===== config.mk =====
export PLATFORM = sky130hd
export DESIGN_NAME = motor_period_monitor
export DESIGN_NICKNAME = d
export VERILOG_FILES = /design/src/rtl/motor_period_monitor.sv
export SDC_FILE = /design/constraint.sdc
export NUM_CORES = 1
export LEC_CHECK = 0
export CAP_MARGIN = 20
export CELL_PAD_IN_SITES_DETAIL_PLACEMENT = 0
export CELL_PAD_IN_SITES_GLOBAL_PLACEMENT = 1
export CORE_ASPECT_RATIO = 1.5
export CORE_MARGIN = 1
export CORE_UTILIZATION = 45
export CTS_BUF_LIST = sky130_fd_sc_hd__clkbuf_8
export DETAILED_ROUTE_END_ITERATION = 7
export PLACE_DENSITY = 0.95
export SYNTH_ARGS = -nofsm -noshare
export SYNTH_HDL_FRONTEND = slang
export SYNTH_SLANG_ARGS = --single-unit
export TNS_END_PERCENT = 20

===== constraint.sdc =====
create_clock -name clk -period 19.67 [get_ports clk]
set_input_delay 2.9505 -clock clk [delete_from_list [all_inputs] [get_ports clk]]
set_output_delay 2.9505 -clock clk [all_outputs]
set_load 0.05 [all_outputs]

===== src/rtl/motor_period_monitor.sv =====
// motor_period_monitor
//   Times rising edges of the filtered motor zero-mark and reports the rotation
//   period in clk cycles and the number of completed revolutions. It raises a
//   speed-lock flag after LOCK_CNT consecutive in-tolerance periods and a stall
//   flag when no edge arrives for STALL_CYC cycles.
// Ports
//   clk, rst_n     : clock, asynchronous active-low reset
//   en             : monitor enable, 0 forces IDLE
//   sig_in         : zero-mark level, synchronous to clk
//   target_period  : expected period in cycles (sampled on rise cycles)
//   tol            : allowed |period - target_period| (sampled on rise cycles)
//   period_out     : last measured period, held between updates
//   period_valid   : one-cycle strobe on each period_out update
//   locked, stall  : speed-lock / stall flags
//   rev_cnt        : completed revolutions, wraps at 16 bits
module motor_period_monitor #(
  parameter int CNT_W     = 32,
  parameter int LOCK_CNT  = 4,
  parameter int STALL_CYC = 50_000_000
) (
  input  logic             clk,
  input  logic             rst_n,
  input  logic             en,
  input  logic             sig_in,
  input  logic [CNT_W-1:0] target_period,
  input  logic [15:0]      tol,
  output logic [CNT_W-1:0] period_out,
  output logic             period_valid,
  output logic             locked,
  output logic             stall,
  output logic [15:0]      rev_cnt
);

  typedef enum logic [4:0] {
    S_IDLE  = 5'b00001,
    S_WAIT  = 5'b00010,
    S_MEAS  = 5'b00100,
    S_LOCK  = 5'b01000,
    S_STALL = 5'b10000
  } state_e;

  localparam logic [CNT_W-1:0] STALL_LIM = CNT_W'(STALL_CYC - 1);
  localparam logic [3:0]       LOCK_LIM  = 4'(LOCK_CNT);

  state_e           state_q;
  logic             sig_d_q;
  logic [CNT_W-1:0] cnt_q;
  logic [3:0]       hit_cnt_q;
  logic [CNT_W-1:0] period_q;
  logic             period_valid_q;
  logic             locked_q;
  logic             stall_q;
  logic [15:0]      rev_cnt_q;

  logic             rise;
  logic [CNT_W-1:0] cnt_d;
  logic [CNT_W:0]   meas_ext;
  logic [CNT_W:0]   tgt_ext;
  logic [CNT_W:0]   diff;
  logic             in_tol;
  logic             stall_hit;
  logic [3:0]       hit_nxt;

  assign rise = sig_in & ~sig_d_q;

  // Saturating increment; also used as the captured period so a saturated
  // counter reports all-ones instead of wrapping to zero.
  assign cnt_d = (&cnt_q) ? cnt_q : cnt_q + 1'b1;

  // Tolerance check at CNT_W+1 bits so cnt+1 never overflows.
  assign meas_ext = {1'b0, cnt_q} + {{CNT_W{1'b0}}, 1'b1};
  assign tgt_ext  = {1'b0, target_period};
  assign diff     = (meas_ext >= tgt_ext) ? (meas_ext - tgt_ext) : (tgt_ext - meas_ext);
  assign in_tol   = diff <= {{(CNT_W + 1 - 16){1'b0}}, tol};

  // A rise on the timeout cycle wins over the stall.
  assign stall_hit = ~rise && (cnt_q == STALL_LIM);
  assign hit_nxt   = hit_cnt_q + 4'd1;

  always_ff @(posedge clk or negedge rst_n) begin
    if (!rst_n) begin
      state_q        <= S_IDLE;
      sig_d_q        <= 1'b0;
      cnt_q          <= '0;
      hit_cnt_q      <= '0;
      period_q       <= '0;
      period_valid_q <= 1'b0;
      locked_q       <= 1'b0;
      stall_q        <= 1'b0;
      rev_cnt_q      <= '0;
    end else begin
      sig_d_q        <= sig_in;
      period_valid_q <= 1'b0;
      cnt_q          <= rise ? '0 : cnt_d;
      if (!en) begin
        state_q   <= S_IDLE;
        cnt_q     <= '0;
        hit_cnt_q <= '0;
        locked_q  <= 1'b0;
        stall_q   <= 1'b0;
      end else begin
        case (state_q)
          S_IDLE: begin
            cnt_q   <= '0;
            state_q <= S_WAIT;
          end
          // First rise only opens the timing window.
          S_WAIT: begin
            if (rise) state_q <= S_MEAS;
            else if (stall_hit) begin
              state_q <= S_STALL;
              stall_q <= 1'b1;
            end
          end
          S_MEAS: begin
            if (rise) begin
              period_q       <= cnt_d;
              period_valid_q <= 1'b1;
              rev_cnt_q      <= rev_cnt_q + 16'd1;
              if (in_tol) begin
                hit_cnt_q <= hit_nxt;
                if (hit_nxt == LOCK_LIM) begin
                  state_q  <= S_LOCK;
                  locked_q <= 1'b1;
                end
              end else begin
                hit_cnt_q <= '0;
              end
            end else if (stall_hit) begin
              state_q   <= S_STALL;
              stall_q   <= 1'b1;
              hit_cnt_q <= '0;
            end
          end
          S_LOCK: begin
            if (rise) begin
              period_q       <= cnt_d;
              period_valid_q <= 1'b1;
              rev_cnt_q      <= rev_cnt_q + 16'd1;
              if (!in_tol) begin
                state_q   <= S_MEAS;
                locked_q  <= 1'b0;
                hit_cnt_q <= '0;
              end
            end else if (stall_hit) begin
              state_q   <= S_STALL;
              stall_q   <= 1'b1;
              locked_q  <= 1'b0;
              hit_cnt_q <= '0;
            end
          end
          // Recovery rise restarts timing without reporting a period.
          S_STALL: begin
            if (rise) begin
              state_q <= S_MEAS;
              stall_q <= 1'b0;
            end
          end
          default: begin
            state_q   <= S_IDLE;
            cnt_q     <= '0;
            hit_cnt_q <= '0;
            locked_q  <= 1'b0;
            stall_q   <= 1'b0;
          end
        endcase
      end
    end
  end

  assign period_out   = period_q;
  assign period_valid = period_valid_q;
  assign locked       = locked_q;
  assign stall        = stall_q;
  assign rev_cnt      = rev_cnt_q;

endmodule


==> results of run 1 <==
## state kept, by name, indices dropped and copies added, names as in the netlist
register,flops
cnt_q,32
hit_cnt_q,4
locked,1
period_out,32
period_valid,1
rev_cnt,16
sig_d_q,1
stall,1
state_q,5
## power groups by stage
stage	clock network, mW	registers (mW)	logic [mW]
after floorplan	0	0.202	0.0743
after global placement	0	0.203	0.112
after detailed placement	0	0.203	0.113
after CTS	0.127	0.200	0.113
after global routing	0.133	0.200	0.126
final	0.122	0.200	0.114
## cells in the final DEF (no fill, tap or decap), types with 25 or more instances in the layout
cell type        instances
a21oi_1                 85
clkdlybuf4s50_1        101
dfrtp_1                 92
ha_1                    83
inv_1                   97
nand2_1                110
nand4_1                 36
nor2_1                 137
o21ai_0                 83
xnor2_1                 44
xor2_1                  25
## metrics by stage
stage | hold WS (ns) | util | instance area, um^2 | setup WS, ns | std cells
floorplan | 0.508 | - | 8840 | 11.91 | 1158
global placement | 0.462 | 0.521 | 10000 | 10.35 | 1469
detailed placement | 0.472 | 0.521 | 10000 | 10.21 | 1469
CTS | 0.494 | 0.531 | 10200 | 10.56 | 1485
global route | 0.503 | 0.532 | 10200 | 10.03 | 1486
finish | 0.487 | 0.532 | 10200 | 10.48 | 1486
## worst max-delay path, stage by stage
cell and delay (ns):
clkdlybuf4s50_1 0.52, inv_1 0.06, ha_1 0.54, nand4_1 0.19
or4_1 0.61, o31ai_1 0.32, or3_1 0.28, a21o_2 0.59
mux2i_1 0.22, a221oi_1 0.29, o22ai_1 0.14, a311oi_1 0.40
xnor2_1 0.18, ha_1 0.28, a211oi_1 0.22, a221o_1 0.18
a21oi_1 0.06, o21ai_0 0.26, o2111ai_1 0.21, nor4_4 0.45
nand2_1 0.19, o32ai_2 0.27
## layer usage
layer	GRT usage	up-vias
met5	0	-
li1	-	4221
met4	0.147	0
met1	0.320	4177
met2	0.479	230
met3	0.0304	73
## final timing paths
| path | startpoint | end | slack [ns] | cells after the start |
|---|---|---|---|---|
| setup reg to reg | cnt_q[0]$_DFF_PN0_ | hit_cnt_q[1]$_DFFE_PN0P_ | 11.23 | 26 |
| hold reg to reg | period_out[1]$_DFFE_PN0P_ | period_out[1]$_DFFE_PN0P_ | 0.49 | 2 |
| max in group asynchronous | rst_n | period_out[9]$_DFFE_PN0P_ | 16.02 | 2 |
| min in group asynchronous | rst_n | cnt_q[27]$_DFF_PN0_ | 2.49 | 1 |
| hold / removal | period_out[1]$_DFFE_PN0P_ | period_out[1]$_DFFE_PN0P_ | 0.49 | 2 |
| setup / recovery | target_period[20] | hit_cnt_q[1]$_DFFE_PN0P_ | 10.48 | 22 |
## logic make-up (layout without fill, tap and decap cells)
group	Yosys count	in the layout	synth area share
compound gates	303	303	0.216
xor+xnor	69	69	0.0683
fa+ha+maj	85	85	0.122
buf+inv	152	224	0.0666
flops	93	93	0.263
mux	14	14	0.0166
simple gates	442	442	0.247
## area by class of cell
class | instances | area, um^2 | area share
multi-input combinational | 913 | 5940 | 0.580
sequential | 93 | 2330 | 0.227
timing repair buffer | 110 | 1090 | 0.107
inverter | 98 | 368 | 0.0359
tap | 256 | 320 | 0.0313
clock buffer | 9 | 124 | 0.0121
clock inverter | 7 | 68.8 | 0.00672
==> flow_summary_export.csv, run 1 <==
group,metric,value,unit
routing,wl_met3,1.10,mm
yosys,synth.area.top_cells,"dfrtp_1 (26%), ha_1 (12%), nor2_1 (5.8%)",
cts,cts_buffers,9,
cells_and_area,diodes,0,
cts,cts_tree,"done",
placement,hpwl,22.0,mm
power,cellLeakagePower,4.37,nW
worst_setup_path,crit_required,19.94,ns
yosys,ys_async_sr_fraction,1.00,
cts,cts_root_buf,"clkbuf_8",
cts,path_clk_slew,0.10,ns
floorplan,num_rows,62,
power,combPwrFrac,0.261,
power,ir_drop,0.0551,mV
cts,cts_sinks,93,
routing,drc_errors,0,
yosys,syn_nets,1295,
timing,max_slew.worst_pin.slew,0.829,ns
status,status,"finished, final reports clean",
floorplan,initial_core_util,0.460,
timing,drv_slew,0,
timing,setup_violations,0,
cells_and_area,syn2layout_area_growth,15.7,%
power,seq_power_share,0.458,
power,p_int,0.290,mW
routing,drt_iter0_drc,407,
floorplan,die-area,20200,um^2
grt,antenna_found_initial,0,
grt,first_global_vias,8586,
min_path,min_path_type,"flop to flop",
cts,clk_latency,0.37,ns
power,clkPwrFrac,0.281,
yosys,syn-cell-area,8840,um^2
cells_and_area,drive_above_1_share,0.0415,
yosys,synth_common_cells,"nor2_1 (137), nand2_1 (111), inv_1 (97)",
yosys,synth_top_area_cell,"dfrtp_1",
floorplan,core_area,19200,um^2
timing,fin_crit,9.19,ns
floorplan,die_h,174,um
yosys,syn_inst,1158,
floorplan,die_w,116,um
routing,wl_met1,10.9,mm
timing,finalHoldViolations,0,
grt,grt_max_degree,68,
power,p_sw_frac,0.336,
cts,postCtsSetupBuffers,0,
yosys,synth-edff-count,0,
routing,wl_met2,13.8,mm
timing,max_freq,109,MHz
cells_and_area,layout.nets,1362,
placement,io_buffers,102,
placement,gp_congestion,0.970,
worst_setup_path,crit_path_end_kind,"flop",
worst_setup_path,path_max_fanout,31,
cts,htree_levels,3,
yosys,synth_top_area_share,0.260,
routing,viasPerCell,5.86,
power,p_switching,0.146,mW
worst_setup_path,cp.arrival,9.46,ns
worst_setup_path,startpoint_type,"primary input",
routing,drt-pass1-iter-count,7,
yosys,postSynthAreaPerCell,7.64,um^2
yosys,ys_seq_elements,93,
worst_setup_path,path_class,"primary input to flop",
grt,overflow,0,
routing,via_count,8701,
cts,clock_path_buffers,2,
grt,grt_pass1_wl,43.3,mm
timing,finClkSkew,0.0136,ns
routing,top_layer,"met4",
timing,timing.final.crit_share,0.467,
yosys,synth_most_common_cell,"nor2_1",
power,p_total,0.436,mW
floorplan,io_pins,103,
yosys,yosysWarnings,0,
flow_run,maxCapViolCount,0,
yosys,seq_area_frac_synth,0.263,
timing,rsz0062_at_grt,"no",
timing,finalSetupTns,0,ns
yosys,synth_flop_cell,"dfrtp_1",
cts,cts_hold_buf,0,
cells_and_area,fillers,1939,
power,power_density,42.6,nW/um^2
routing,wl_per_cell,18.3,um
routing,antenna_left,0,
routing,routed_wl,27.2,mm
grt,track_usage,0.274,
yosys,synth_cell_type_count,77,
cts,cts_resized,0,
timing,max-slew-margin-rel,0.442,
No activity file was read; power rests on OpenSTA's default activity.
==> inputs of run 2 (changes only) <==
--- a/config.mk
+++ b/config.mk
@@ -10,10 +10,10 @@
 export CELL_PAD_IN_SITES_GLOBAL_PLACEMENT = 1
 export CORE_ASPECT_RATIO = 1.5
 export CORE_MARGIN = 1
-export CORE_UTILIZATION = 45
+export CORE_UTILIZATION = 43
 export CTS_BUF_LIST = sky130_fd_sc_hd__clkbuf_8
 export DETAILED_ROUTE_END_ITERATION = 7
-export PLACE_DENSITY = 0.95
+export PLACE_DENSITY = 0.92
 export SYNTH_ARGS = -nofsm -noshare
 export SYNTH_HDL_FRONTEND = slang
 export SYNTH_SLANG_ARGS = --single-unit
==> constraint.sdc (replaced) <==
create_clock -name clk -period 9.3 [get_ports clk]
set_input_delay 1.395 -clock clk [delete_from_list [all_inputs] [get_ports clk]]
set_output_delay 1.395 -clock clk [all_outputs]
set_load 0.05 [all_outputs]
==> run 2 against run 1 <==
Effect of this change:
- sequential cell count did not move
- critical path depth rose by 6
- clock power rose by 130%
- worst hold slack improved by 0.0013 ns
- first-iteration DRC count rose by 2.7%
- final cell count rose by 0.34%
- via count fell by 0.11%
- setup slack got worse by 9.2 ns
- clock skew rose by 0.00086 ns
- sequential power rose by 110%
==> flow_summary_export.csv, run 2 (synthesized netlist as in run 1, its figures left out) <==
group,metric,value,unit
status,status,"finished, final reports clean",
timing,finalHoldViolations,0,
floorplan,die_h,178,um
placement,io_buffers,102,
cts,postCtsSetupBuffers,0,
grt,overflow,0,
routing,routed_wl,26.8,mm
power,p_total,0.947,mW
cts,path_clk_slew,0.10,ns
worst_setup_path,crit_required,9.58,ns
timing,finClkSkew,0.0145,ns
routing,drt_iter0_drc,418,
timing,drv_slew,0,
timing,timing.final.crit_share,0.862,
worst_setup_path,cp_slowest_stage_delay,0.71,ns
floorplan,num_rows,63,
cells_and_area,fillers,1982,
cts,clk_latency,0.37,ns
power,ir_drop,0.113,mV
cts,cts_hold_buf,0,
routing,drc_errors,0,
cts,cts_tree,"done",
floorplan,initial_core_util,0.443,
cells_and_area,regArea,2330,um^2
grt,grt_pass1_wl,43.0,mm
worst_setup_path,startpoint_type,"flop",
cells_and_area,final_common_cell,"nor2_1",
floorplan,die-area,21200,um^2
flow_run,maxCapViolCount,0,
worst_setup_path,path_max_fanout,30,
power,cellLeakagePower,4.39,nW
worst_setup_path,cp.arrival,8.29,ns
power,p_int,0.645,mW
routing,via_count,8691,
routing,viasPerCell,5.83,
timing,finalSetupTns,0,ns
placement,gp_congestion,0.927,
floorplan,die_w,119,um
cells_and_area,final_cell_mix,"nor2_1 (137), nand2_1 (110), clkdlybuf4s50_1 (101), inv_1 (97), dfrtp_1 (92)",
cells_and_area,layout.nets,1363,
cells_and_area,diodes,0,
cts,cts_resized,0,
worst_setup_path,rrSetupSlack,1.28,ns
cells_and_area,final_area,10300,um^2
timing,setup_violations,0,
placement,hpwl,22.0,mm
routing,drt-pass1-iter-count,5,
min_path,min_path_type,"flop to flop",
worst_setup_path,crit_path_end_kind,"flop",
cts,cts_sinks,93,
cts,htree_levels,3,
grt,antenna_found_initial,0,
worst_setup_path,crit_slowest_cell,"or4_1",
floorplan,core_area,19900,um^2
cts,cts_root_buf,"clkbuf_8",
grt,grt_max_degree,68,
cells_and_area,multiInputGateArea,5940,um^2
grt,first_global_vias,8610,
floorplan,io_pins,103,
cells_and_area,syn2layout_area_growth,16.1,%
worst_setup_path,path_class,"flop to flop",
power,combPwrFrac,0.253,
grt,track_usage,0.256,
power,p_switching,0.303,mW
timing,max-slew-margin-rel,0.376,
placement,dpl_cell_area,10000,um^2
power,seq_power_share,0.446,
power,p_sw_frac,0.320,
routing,wl_per_cell,18.0,um
power,clkPwrFrac,0.301,
cts,cts_buffers,9,
timing,fin_crit,8.02,ns
cells_and_area,drive_above_1_share,0.0422,
timing,rsz0062_at_grt,"no",
routing,antenna_left,0,
timing,max_slew.worst_pin.slew,0.927,ns
cts,clock_path_buffers,2,
timing,max_freq,125,MHz
power,power_density,92.3,nW/um^2
==> run 2: metal layers <==
layer / vias to the layer above / part of all wire / global-route usage
met2: 262 / 0.51 / 0.466
met3: 74 / 0.040 / 0.0235
met5: - / 0 / 0
met4: 0 / 0.056 / 0.158
li1: 4223 / - / -
met1: 4132 / 0.40 / 0.288
==> run 2: metrics by stage <==
step	hold WS, ns	instances	utilization	setup slack (ns)
after floorplan	0.508	1158	-	2.57
after global placement	0.465	1474	0.503	1.70
after detailed placement	0.464	1474	0.503	1.47
after CTS	0.488	1490	0.514	1.41
after global routing	0.503	1491	0.515	0.832
final	0.488	1491	0.515	1.28
==> run 2: final timing paths <==
check | start | cells past startpoint | to
max | cnt_q[0]$_DFF_PN0_ | 28 | hit_cnt_q[1]$_DFFE_PN0P_
min | period_out[4]$_DFFE_PN0P_ | 2 | period_out[4]$_DFFE_PN0P_
max reg2reg | cnt_q[0]$_DFF_PN0_ | 28 | hit_cnt_q[1]$_DFFE_PN0P_
min reg2reg | period_out[4]$_DFFE_PN0P_ | 2 | period_out[4]$_DFFE_PN0P_
max in group asynchronous | rst_n | 2 | rev_cnt[8]$_DFFE_PN0P_
min in group asynchronous | rst_n | 1 | period_out[29]$_DFFE_PN0P_
==> run 2: final cells by class <==
class	instances	area share
multi-input cells	913	0.578
clock buffers	10	0.0134
repair buffers	111	0.107
inverters	98	0.0358
clock inverters	6	0.00731
well taps	260	0.0317
flip-flops and latches	93	0.227
==> run 2: worst max-delay path, delay by kind of cell (launching register included) <==
family / cells / cell delay, ns
adder cells (fa/ha/maj): 3 / 1.11
XOR/XNOR: 2 / 0.49
AND/OR/NAND/NOR: 10 / 3.07
buffers and inverters: 2 / 0.42
flip-flops: 1 / 0.47
AO/OA/AOI/OAI: 11 / 2.32
==> run 2: power groups by stage <==
stage | clock network (mW) | logic (mW) | registers (mW)
2_1_floorplan | 0 | 0.157 | 0.427
4_1_cts | 0.292 | 0.239 | 0.422
3_3_place_gp | 0 | 0.237 | 0.430
3_5_place_dp | 0 | 0.238 | 0.430
5_1_grt | 0.304 | 0.267 | 0.423
6_report | 0.285 | 0.240 | 0.422
